===== src/rtl/ha_array_accumulator_seq.sv =====
// Serial reducer for the 8x8 HA-array multiplier: four weighted rows summed one per clock.
// Define HA_ACC_COMP_EN to preload the accumulator with COMP_BIAS (error compensation).
module ha_array_accumulator_seq #(
  parameter logic [15:0] COMP_BIAS = 16'd34
) (
  input  logic       clk,
  input  logic       rst,
  input  logic       in_valid,
  output logic       in_ready,
  input  logic [8:0] ha_array_0_t,
  input  logic [6:0] ha_array_0_b,
  input  logic [8:0] ha_array_1_t,
  input  logic [6:0] ha_array_1_b,
  input  logic [8:0] ha_array_2_t,
  input  logic [6:0] ha_array_2_b,
  input  logic [8:0] ha_array_3_t,
  input  logic [6:0] ha_array_3_b,
  output logic       out_valid,
  input  logic       out_ready,
  output logic [15:0] prod,
  output logic       ovf
);

  // state | meaning
  // IDLE  | waiting for a beat, in_ready high
  // ACC   | adding one row per clock, idx selects the row
  // DONE  | result presented, waiting for out_ready
  typedef enum logic [1:0] {IDLE = 2'd0, ACC = 2'd1, DONE = 2'd2} state_t;

  state_t      state;
  state_t      state_nxt;
  logic [1:0]  idx;
  logic [16:0] acc;
  logic [16:0] acc_init;
  logic [16:0] row_val;
  logic [16:0] acc_sum;
  logic [8:0]  t_q [4];
  logic [6:0]  b_q [4];
  logic        accept;
  logic        last_add;

`ifdef HA_ACC_COMP_EN
  assign acc_init = {1'b0, COMP_BIAS};
`else
  // Masked rather than dropped so the parameter stays referenced in this build.
  assign acc_init = {1'b0, COMP_BIAS & 16'd0};
`endif

  always_ff @(posedge clk) begin
    if (rst) state <= IDLE;
    else     state <= state_nxt;
  end

  always_comb begin
    state_nxt = state;
    case (state)
      IDLE:    if (in_valid) state_nxt = ACC;
      ACC:     if (idx == 2'd3) state_nxt = DONE;
      DONE:    if (out_ready) state_nxt = IDLE;
      default: state_nxt = IDLE;
    endcase
  end

  always_comb begin
    in_ready  = (state == IDLE);
    out_valid = (state == DONE);
    accept    = in_valid && (state == IDLE);
    last_add  = (state == ACC) && (idx == 2'd3);
  end

  // b[j] sits two places above t[j] within a row; the row itself is weighted by 4^idx.
  always_comb begin
    row_val = ({8'd0, t_q[idx]} + {8'd0, b_q[idx], 2'b00}) << {idx, 1'b0};
    acc_sum = acc + row_val;
  end

  always_ff @(posedge clk) begin
    if (accept) begin
      t_q[0] <= ha_array_0_t;
      t_q[1] <= ha_array_1_t;
      t_q[2] <= ha_array_2_t;
      t_q[3] <= ha_array_3_t;
      b_q[0] <= ha_array_0_b;
      b_q[1] <= ha_array_1_b;
      b_q[2] <= ha_array_2_b;
      b_q[3] <= ha_array_3_b;
    end
  end

  always_ff @(posedge clk) begin
    if (rst) begin
      idx  <= 2'd0;
      acc  <= 17'd0;
      prod <= 16'd0;
      ovf  <= 1'b0;
    end else if (accept) begin
      idx <= 2'd0;
      acc <= acc_init;
    end else if (state == ACC) begin
      idx <= idx + 2'd1;
      acc <= acc_sum;
      if (last_add) begin
        prod <= acc_sum[15:0];
        ovf  <= acc_sum[16];
      end
    end
  end

endmodule


===== config.mk =====
export PLATFORM = sky130hd
export DESIGN_NAME = ha_array_accumulator_seq
export DESIGN_NICKNAME = d
export VERILOG_FILES = /design/src/rtl/ha_array_accumulator_seq.sv
export SDC_FILE = /design/constraint.sdc
export NUM_CORES = 1
export LEC_CHECK = 0
export ABC_AREA = 1
export CORE_UTILIZATION = 40
export CTS_CLUSTER_SIZE = 10
export DETAILED_ROUTE_END_ITERATION = 16
export SLEW_MARGIN = 20
export SYNTH_ARGS = -nofsm -noshare
export SYNTH_HDL_FRONTEND = slang
export SYNTH_SLANG_ARGS = --single-unit

===== constraint.sdc =====
create_clock -name clk -period 9.9 [get_ports clk]
set_input_delay 1.98 -clock clk [delete_from_list [all_inputs] [get_ports clk]]
set_output_delay 1.98 -clock clk [all_outputs]
set_load 0.005 [all_outputs]

==> flow_metrics.env, run 1 <==
export IMPL_endpoint_kind="flop"
export IMPL_finalClockSkew_ps=7.790
export IMPL_p_per_area_nw_per_um2=162.4
export IMPL_power_leakage_nw=2.909
export IMPL_multiInputGateArea_um2=2257
export IMPL_cts_resized=0
export IMPL_synthSimpleGateAreaFrac=0.2419
export IMPL_grt_first_pass_wirelength_um=19490
export IMPL_final_cells=918
export IMPL_synthMuxAreaShare=0
export IMPL_syn_to_final_growth_pct=23.59
export IMPL_hold_buffers=0
export IMPL_antenna_found_initial=0
export IMPL_synth_top_family_by_area="simple AND/OR/NAND/NOR gates"
export IMPL_relSlewSlack=0.3335
export IMPL_maxCapViolations=0
export IMPL_cp_max_fo=33
export IMPL_crit_arrival_ps=4630
export IMPL_dp_hpwl_um=9046
export IMPL_cts_tree="yes"
export IMPL_synth_largest_area_cell="edfxtp_1"
export IMPL_first_pass_iters=5
export IMPL_p_total_mw=1.088
export IMPL_peakVddDrop_v=0.0001065
export IMPL_n_fill_cell=1285
export IMPL_yosysSeqAreaShare=0.5023
export IMPL_syn_num_nets=754
export IMPL_grt_total_usage=0.1760
export IMPL_grt_ovfl_total=0
export IMPL_yosys_area_share_adder=0.06510
export IMPL_tns_ps=0
export IMPL_io_buffer_count=86
export IMPL_crit_path_start_kind="flop"
export IMPL_hp_class="reg2reg"
export IMPL_seq_area_um2=2723
export IMPL_fmax_mhz=228.8
export IMPL_worstSkewPairLatency_ps=350
export IMPL_fp_dieH_um=118.4
export IMPL_ant_nets=0
export IMPL_max_stage_delay_ps=980
export IMPL_layout_drive_gt1_share=0.04987
export IMPL_syn_area_per_cell_um2=8.225
export IMPL_ys_ff_latch=104
export IMPL_dieWidth_um=118.4
export IMPL_critPathSlowestCell="dfxtp_1"
export IMPL_antenna_cells=0
export IMPL_grt_pass1_vias=4257
export IMPL_drt_iter0_drc=151
export IMPL_pin_count=87
export IMPL_ys_types=32
export IMPL_hold_depth=2
export IMPL_htree_num_levels=3
export IMPL_r2r_cells=21
export IMPL_synth_top_cell_area_share=0.3546
export IMPL_rrSetupSlack_ps=5530
export IMPL_initial_core_util=0.4093
export IMPL_root_buffer="clkbuf_16"
export IMPL_setup_violations=0
export IMPL_fin_util=0.5059
export IMPL_fin_nets=832
export IMPL_placed_area_um2=6412
export IMPL_outcome="finished clean"
export IMPL_worst_pin_slew_ps=998.4
export IMPL_cp_data_required_time_ps=10160
export IMPL_rsz0062_at_grt="no"
export IMPL_cts_sinks=104
export IMPL_post_cts_setup_buffer_count=0
export IMPL_viasPerCell=4.754
export IMPL_post_place_ws_ps=5467
export IMPL_gp_congestion=0.9404
export IMPL_syn_area_um2=5420
export IMPL_hold_viol_final=0
export IMPL_rows=42
export IMPL_drc=0
export IMPL_netlist_top_cells_area="edfxtp_1, dfxtp_1, nand2_1"
export IMPL_fp_dieArea_um2=14020
export IMPL_worst_slack_ps=5530
export IMPL_vias=4364
export IMPL_final_area_um2=6699
export IMPL_synth_xor_area_share=0.009695
export IMPL_slew_violations=0
export IMPL_dpl_cell_count=902
export IMPL_grt_max_degree=66
export IMPL_synth_compound_area_frac=0.09972
export IMPL_clock_path_buffers=2
export IMPL_period_share=0.4414
export IMPL_wl_per_cell_um=12.98
export IMPL_crit_path_cell_trace="inv_2 > o21ai_0 > o22ai_1 > ha_1 > fa_1 > nand4_1 > nand4_1 > nand2_1 > nand2_1 > nor2_1 > ha_1 > nand2_1 > inv_1 > nand2_1 > nand2_1 > a21oi_1 > nand2_1 > nand2_1 > nand3_1 > nand2_1 > inv_1"
export IMPL_path_common_cell="nand2_1"
export IMPL_cts_reportedPaths_clkPinSlew_ps=70
export IMPL_layout_min_cycle_time_ps=4370
export IMPL_totalWireLength_um=11920
export IMPL_cts_buffers=9
export IMPL_whs_ps=469.2
export IMPL_synthCells=659
export IMPL_core_um2=13240
export IMPL_yosys_warnings=0
export IMPL_path_class="reg2reg"
synthesized netlist by cell type:
cell	count
o211a_1	1
inv_2	9
o22ai_1	14
inv_4	1
o21a_1	8
edfxtp_1	64
nor3_1	4
dfxtp_1	40
nor2_4	2
clkbuf_1	9
nand3_1	49
nand2_1	173
xor2_1	1
clkinv_1	1
o21ai_1	7
buf_2	8
fa_1	2
or2_1	3
o211ai_1	1
nand2_2	4
a21o_1	2
nand3b_1	1
buf_4	3
or2_4	2
xnor2_1	5
nand4_1	2
ha_1	25
o21ai_0	37
nand3_2	3
nor2_1	70
inv_1	80
a21oi_1	28
cells by family after synthesis:
group,count (synthesis)
xor+xnor,6
buf+inv,111
compound gates,98
flops,104
simple gates,313
fa+ha+maj,27
path summary, 6_finish.rpt:
check / from / end
worst max register to register: flop / ovf
worst min-delay path: prod[2] / prod[2]
worst min register to register: prod[2] / prod[2]
worst max-delay path: flop / ovf
placed cells by master, fill, tap and decap left out:
master and n:
o21a_1 8, nand2_1 173, o211ai_1 1, o211a_1 1
fa_1 2, nand3b_1 1, clkinvlp_4 2, inv_4 1
o21ai_0 37, nand4_1 2, dfxtp_1 40, o22ai_1 14
nand3_2 3, nand2_2 4, nor3_1 4, nor2_4 2
clkinv_1 1, inv_1 80, nand3_1 49, inv_2 9
or2_1 3, inv_6 1, ha_1 25, edfxtp_1 64
xnor2_1 5, a21oi_1 28, a21o_1 2, clkbuf_1 1
clkbuf_16 9, inv_8 3, buf_4 1, or2_4 2
clkdlybuf4s50_1 86, o21ai_1 7, nor2_1 70, xor2_1 1
state kept, by name (all words and copies together), names as in the netlist, named ones only:
name,count
state,2
ovf,1
acc,17
idx,2
b_q,28
prod,16
t_q,36
routing by layer:
metal  track usage  share of wire  routed length (µm)  vias up
met5             0              0                   0        -
met4       0.06725          0.018                 216        0
met1        0.2073           0.45                5349     1961
met2        0.3088           0.49                5857       90
li1              -              -                   -     2299
met3       0.04247          0.041                 493       14
report_power, final:
group	total, mW	switching, mW	internal (mW)
sequential	0.498	0.0118	0.486
combinational	0.244	0.145	0.0989
clock	0.346	0.169	0.177
total	1.09	0.326	0.762
critical path: cells and delay by family (launching register included):
family / cells / cell delay, ps
adders and majority gates: 3 / 960
DFF: 1 / 980
AOI/OAI and AO/OA: 3 / 610
and+or+nand+nor: 12 / 1160
buffers and inverters: 3 / 540
layout make-up:
cell class	instances	share of cell area
sequential	104	0.4064
multi-input combinational	444	0.3369
timing repair buffer	87	0.1296
inverter	91	0.05136
clock buffer	10	0.03418
tap	176	0.03287
clock inverter	6	0.008592
(Power assumes the default switching activity.)
==> run 2: changes to the inputs <==
==> constraint.sdc (replaced) <==
create_clock -name clk -period 4.2 [get_ports clk]
set_input_delay 0.84 -clock clk [delete_from_list [all_inputs] [get_ports clk]]
set_output_delay 0.84 -clock clk [all_outputs]
set_load 0.005 [all_outputs]
==> flow_metrics.env, run 2 (synthesis gave the netlist of run 1 again) <==
export IMPL_first_pass_iters=5
export IMPL_wl_per_cell_um=13.34
export IMPL_post_cts_setup_buffer_count=0
export IMPL_worst_pin_slew_ps=704.3
export IMPL_relSlewSlack=0.5293
export IMPL_cts_tree="yes"
export IMPL_period_share=0.8213
export IMPL_worstSkewPairLatency_ps=370
export IMPL_grt_max_degree=33
export IMPL_regMostFlops="t_q"
export IMPL_power_leakage_nw=2.948
export IMPL_clock_path_buffers=2
export IMPL_dp_hpwl_um=9403
export IMPL_hold_viol_final=0
export IMPL_peakVddDrop_v=0.0002573
export IMPL_layout_drive_gt1_share=0.05630
export IMPL_pin_count=87
export IMPL_top_regs="t_q: 36 flops, b_q: 28 flops, acc: 17 flops"
export IMPL_worst_slack_ps=750.7
export IMPL_cts_buffers=9
export IMPL_antenna_cells=0
export IMPL_cts_sinks=104
export IMPL_cts_resized=0
export IMPL_fmax_mhz=289.9
export IMPL_totalWireLength_um=12300
export IMPL_io_buffer_count=86
export IMPL_maxCapViolations=0
export IMPL_final_cell_mix="nand2_1, clkdlybuf4s50_1, inv_1"
export IMPL_syn_to_final_growth_pct=24.70
export IMPL_whs_ps=464.4
export IMPL_tns_ps=0
export IMPL_rsz0062_at_grt="no"
export IMPL_grt_total_usage=0.1843
export IMPL_cts_reportedPaths_clkPinSlew_ps=80
export IMPL_fp_dieH_um=118.4
export IMPL_final_common_cell="nand2_1"
export IMPL_setup_violations=0
export IMPL_p_per_area_nw_per_um2=386.8
export IMPL_dpl_cell_count=906
export IMPL_cp_max_fo=32
export IMPL_largest_reg_flops=36
export IMPL_final_area_um2=6759
export IMPL_slew_violations=0
export IMPL_gp_congestion=0.9179
export IMPL_fin_util=0.5104
export IMPL_dieWidth_um=118.4
export IMPL_path_class="reg2reg"
export IMPL_hp_class="reg2reg"
export IMPL_n_fill_cell=1256
export IMPL_multiInputGateArea_um2=2257
export IMPL_layout_min_cycle_time_ps=3449
export IMPL_grt_first_pass_wirelength_um=20130
export IMPL_drc=0
export IMPL_fp_dieArea_um2=14020
export IMPL_finalClockSkew_ps=10.02
export IMPL_crit_path_start_kind="flop"
export IMPL_grt_pass1_vias=4254
export IMPL_hold_buffers=0
export IMPL_cp_data_required_time_ps=4470
export IMPL_outcome="finished clean"
export IMPL_p_total_mw=2.615
export IMPL_initial_core_util=0.4093
export IMPL_vias=4432
export IMPL_rows=42
export IMPL_ant_nets=0
export IMPL_drt_iter0_drc=248
export IMPL_placed_area_um2=6442
export IMPL_seq_area_um2=2723
export IMPL_crit_arrival_ps=3720
export IMPL_final_cells=922
export IMPL_viasPerCell=4.807
export IMPL_grt_ovfl_total=0
export IMPL_root_buffer="clkbuf_16"
export IMPL_fin_nets=836
export IMPL_endpoint_kind="flop"
export IMPL_htree_num_levels=3
export IMPL_post_place_ws_ps=745.0
export IMPL_core_um2=13240
export IMPL_antenna_found_initial=0
-- run 2: cell types whose count changed in the layout (fill, tap and decap cells not counted) --
cell and change:
inv_6 -1, clkinv_4 +1, clkinvlp_4 -2, clkinv_8 +3, buf_4 +4, clkbuf_1 -1
-- run 2: final timing paths --
path	start	endpoint	slack, ps	cells after the start
max	flop	acc[12]	750	20
min reg2reg	prod[2]	prod[2]	460	2
max reg2reg	flop	acc[12]	750	20
min	prod[2]	prod[2]	460	2
-- run 2: final cells by class --
class / instances / area share
Timing Repair Buffer: 91 / 0.1329
Inverter: 91 / 0.05091
Tap cell: 176 / 0.03258
Clock buffer: 9 / 0.03332
Clock inverter: 7 / 0.01351
Sequential cell: 104 / 0.4028
Multi-Input combinational cell: 444 / 0.3339
-- run 2: critical path, stage by stage (launching register included) --
cell     delay (ps)
dfxtp_1         350
inv_2           190
o21ai_0         230
o22ai_1         100
ha_1            220
fa_1            420
nand3_1         130
a21o_1          140
nand3_1          90
nand3_1          90
o21ai_0         130
ha_1            380
nand2_1         110
nor2_1          140
nand3_2          90
nand2_2         120
nand2_1          80
nand3_1          90
nand3_1         120
nand2_1         100
inv_1            40
-- run 2: power by group --
group / total [mW] / switching [mW] / internal (mW)
logic: 0.581 / 0.347 / 0.234
clock network: 0.864 / 0.433 / 0.431
registers: 1.17 / 0.0239 / 1.15
total: 2.61 / 0.804 / 1.81
-- run 2: layer usage --
metal	global-route usage	vias to the layer above	routed length [µm]
met5	0	-	0
met4	0.06883	0	227
met3	0.04006	15	595
met2	0.3188	123	6009
met1	0.2243	1981	5471
li1	-	2313	-
==> run 3: changes to the inputs <==
==> constraint.sdc (replaced) <==
create_clock -name clk -period 2.95 [get_ports clk]
set_input_delay 0.59 -clock clk [delete_from_list [all_inputs] [get_ports clk]]
set_output_delay 0.59 -clock clk [all_outputs]
set_load 0.005 [all_outputs]
==> flow_metrics.env, run 3 (synthesis gave the netlist of run 1 again) <==
export IMPL_gp_congestion=0.8564
export IMPL_fin_nets=880
export IMPL_drt_iter0_drc=230
export IMPL_top_regs="t_q: 36 flops, b_q: 28 flops, acc: 17 flops"
export IMPL_crit_path_start_kind="flop"
export IMPL_hp_class="reg2reg"
export IMPL_violations="design-rule violations, negative setup slack"
export IMPL_initial_core_util=0.4093
export IMPL_hold_start="prod[6]"
export IMPL_grt_max_degree=49
export IMPL_fp_dieH_um=118.4
export IMPL_antenna_cells=0
export IMPL_cts_sinks=104
export IMPL_path_class="reg2reg"
export IMPL_core_um2=13240
export IMPL_final_cells=966
export IMPL_grt_first_pass_wirelength_um=21310
export IMPL_fin_util=0.5865
export IMPL_final_common_cell="nand2_1"
export IMPL_pin_count=87
export IMPL_syn_to_final_growth_pct=43.31
export IMPL_root_buffer="clkbuf_16"
export IMPL_hold_depth=2
export IMPL_reg2reg_to="acc[15]"
export IMPL_crit_arrival_ps=3480
export IMPL_first_pass_iters=10
export IMPL_hold_end="prod[6]"
export IMPL_critPathSlowestCell="dfxtp_4"
export IMPL_relSlewSlack=0.5467
export IMPL_period_share=1.091
export IMPL_layout_drive_gt1_share=0.2734
export IMPL_cp_data_required_time_ps=3210
export IMPL_wl_met3_um=486
export IMPL_endpoint_kind="flop"
export IMPL_grt_ovfl_total=0
export IMPL_dp_hpwl_um=9508
export IMPL_drc=1
export IMPL_vias=4813
export IMPL_rrSetupSlack_ps=-270
export IMPL_dieWidth_um=118.4
export IMPL_post_place_ws_ps=-345.4
export IMPL_fmax_mhz=310.6
export IMPL_ant_nets=0
export IMPL_fp_dieArea_um2=14020
export IMPL_grt_total_usage=0.1939
export IMPL_routed_top_layer="met4"
export IMPL_antenna_found_initial=0
export IMPL_hold_buffers=0
export IMPL_clock_path_buffers=2
export IMPL_slew_violations=0
export IMPL_placed_area_um2=6754
export IMPL_totalWireLength_um=13480
export IMPL_wl_per_cell_um=13.95
export IMPL_worst_pin_slew_ps=678.3
export IMPL_layout_min_cycle_time_ps=3220
export IMPL_power_leakage_nw=3.278
export IMPL_finalClockSkew_ps=7.970
export IMPL_max_stage_delay_ps=420
export IMPL_final_cell_mix="nand2_1, clkdlybuf4s50_1, inv_1"
export IMPL_cts_tree="yes"
export IMPL_drt_met1_wl_um=5803
export IMPL_hold_viol_final=0
export IMPL_regMostFlops="t_q"
export IMPL_outcome="finished with violations"
export IMPL_final_area_um2=7767
export IMPL_met2_length_um=6830
export IMPL_cp_max_fo=6
export IMPL_rsz0062_at_grt="yes"
export IMPL_crit_path_cell_trace="inv_8 > buf_12 > o21ai_1 > o22ai_1 > ha_2 > fa_2 > nand4_1 > nand3_1 > nand2_2 > nand3_2 > nand2_4 > o21ai_2 > ha_1 > nand2_1 > nand2_2 > nand2_2 > nand2_2 > a21oi_4 > nand2_2 > nand2_2 > nand3_2 > nand2_1 > inv_1"
export IMPL_io_buffer_count=86
export IMPL_p_total_mw=4.043
export IMPL_cts_reportedPaths_clkPinSlew_ps=70
export IMPL_rows=42
export IMPL_maxCapViolations=0
export IMPL_peakVddDrop_v=0.0003143
export IMPL_grt_pass1_vias=4828
export IMPL_cts_buffers=9
export IMPL_worstSkewPairLatency_ps=360
export IMPL_viasPerCell=4.982
export IMPL_p_per_area_nw_per_um2=520.6
export IMPL_n_fill_cell=1183
export IMPL_path_common_cell="nand2_2"
export IMPL_htree_num_levels=3
export IMPL_worst_slack_ps=-269.6
export IMPL_largest_reg_flops=36
export IMPL_r2r_cells=23
export IMPL_dpl_cell_count=939
export IMPL_setup_violations=25
-- run 3: cell types whose count changed in the layout (fill, tap and decap cells not counted), moves of 10 or more --
cell,previous run,this run
a21oi_1,28,18
buf_4,5,38
ha_1,25,12
ha_4,0,12
nand2_1,173,129
nand2_2,4,44
nand3_1,49,31
nand3_2,3,21
nor2_1,70,59
o21ai_0,37,16
o21ai_1,7,17
-- run 3: what timing repair did --
action | CTS | global route
buffers inserted | 6 | 3
resized for setup | 67 | 102
pin swaps | 41 | 47
setup endpoints to repair | 25 | 28
gates cloned | 1 | 2
-- run 3: area by class of cell --
| type | instances | area, µm² | share of cell area |
|---|---|---|---|
| sequential | 104 | 2730 | 0.3515 |
| clock buffer | 9 | 225.2 | 0.02899 |
| tap | 176 | 220.2 | 0.02835 |
| timing repair buffer | 135 | 1291 | 0.1662 |
| clock inverter | 7 | 57.56 | 0.007410 |
| inverter | 91 | 356.6 | 0.04591 |
| multi-input combinational | 444 | 2887 | 0.3716 |
-- run 3: worst max-delay path: cells and delay by family (launching register included) --
kind | cells | cell delay (ps)
and+or+nand+nor | 13 | 1120
DFF | 1 | 420
buffers and inverters | 3 | 220
adders and majority gates | 3 | 920
AOI/OAI and AO/OA | 4 | 410
-- run 3: worst max path at each step --
stage,endpoint,cells past startpoint,startpoint,slack [ps]
after floorplan,acc[8],24,flop,-50
after global placement,prod[13],23,flop,-320
after detailed placement,prod[13],24,flop,-350
after CTS,prod[13],23,flop,-190
after global routing,prod[15],21,flop,-480
final,acc[15],23,flop,-270
-- run 3: power by group --
group	internal, mW	total (mW)	leakage (nW)	switching (mW)
combinational	0.557	1.21	2.20	0.651
clock	0.588	1.17	0.137	0.580
sequential	1.63	1.67	0.939	0.0382
total	2.77	4.04	3.28	1.27
-- run 3: through the flow --
step                      setup TNS (ps)  hold WS (ps)
final                              -4416         469.5
after global routing               -9665         493.1
after CTS                          -2996         472.6
after detailed placement           -6049         462.9
after global placement             -5471         457.2
after floorplan                   -103.6         444.5
-- run 3: routing by layer --
metal  global-route usage  up-vias
li1                     -     2406
met1               0.2248     2281
met2               0.3346       97
met3              0.04295       29
met4               0.1013        0
met5                    0        -
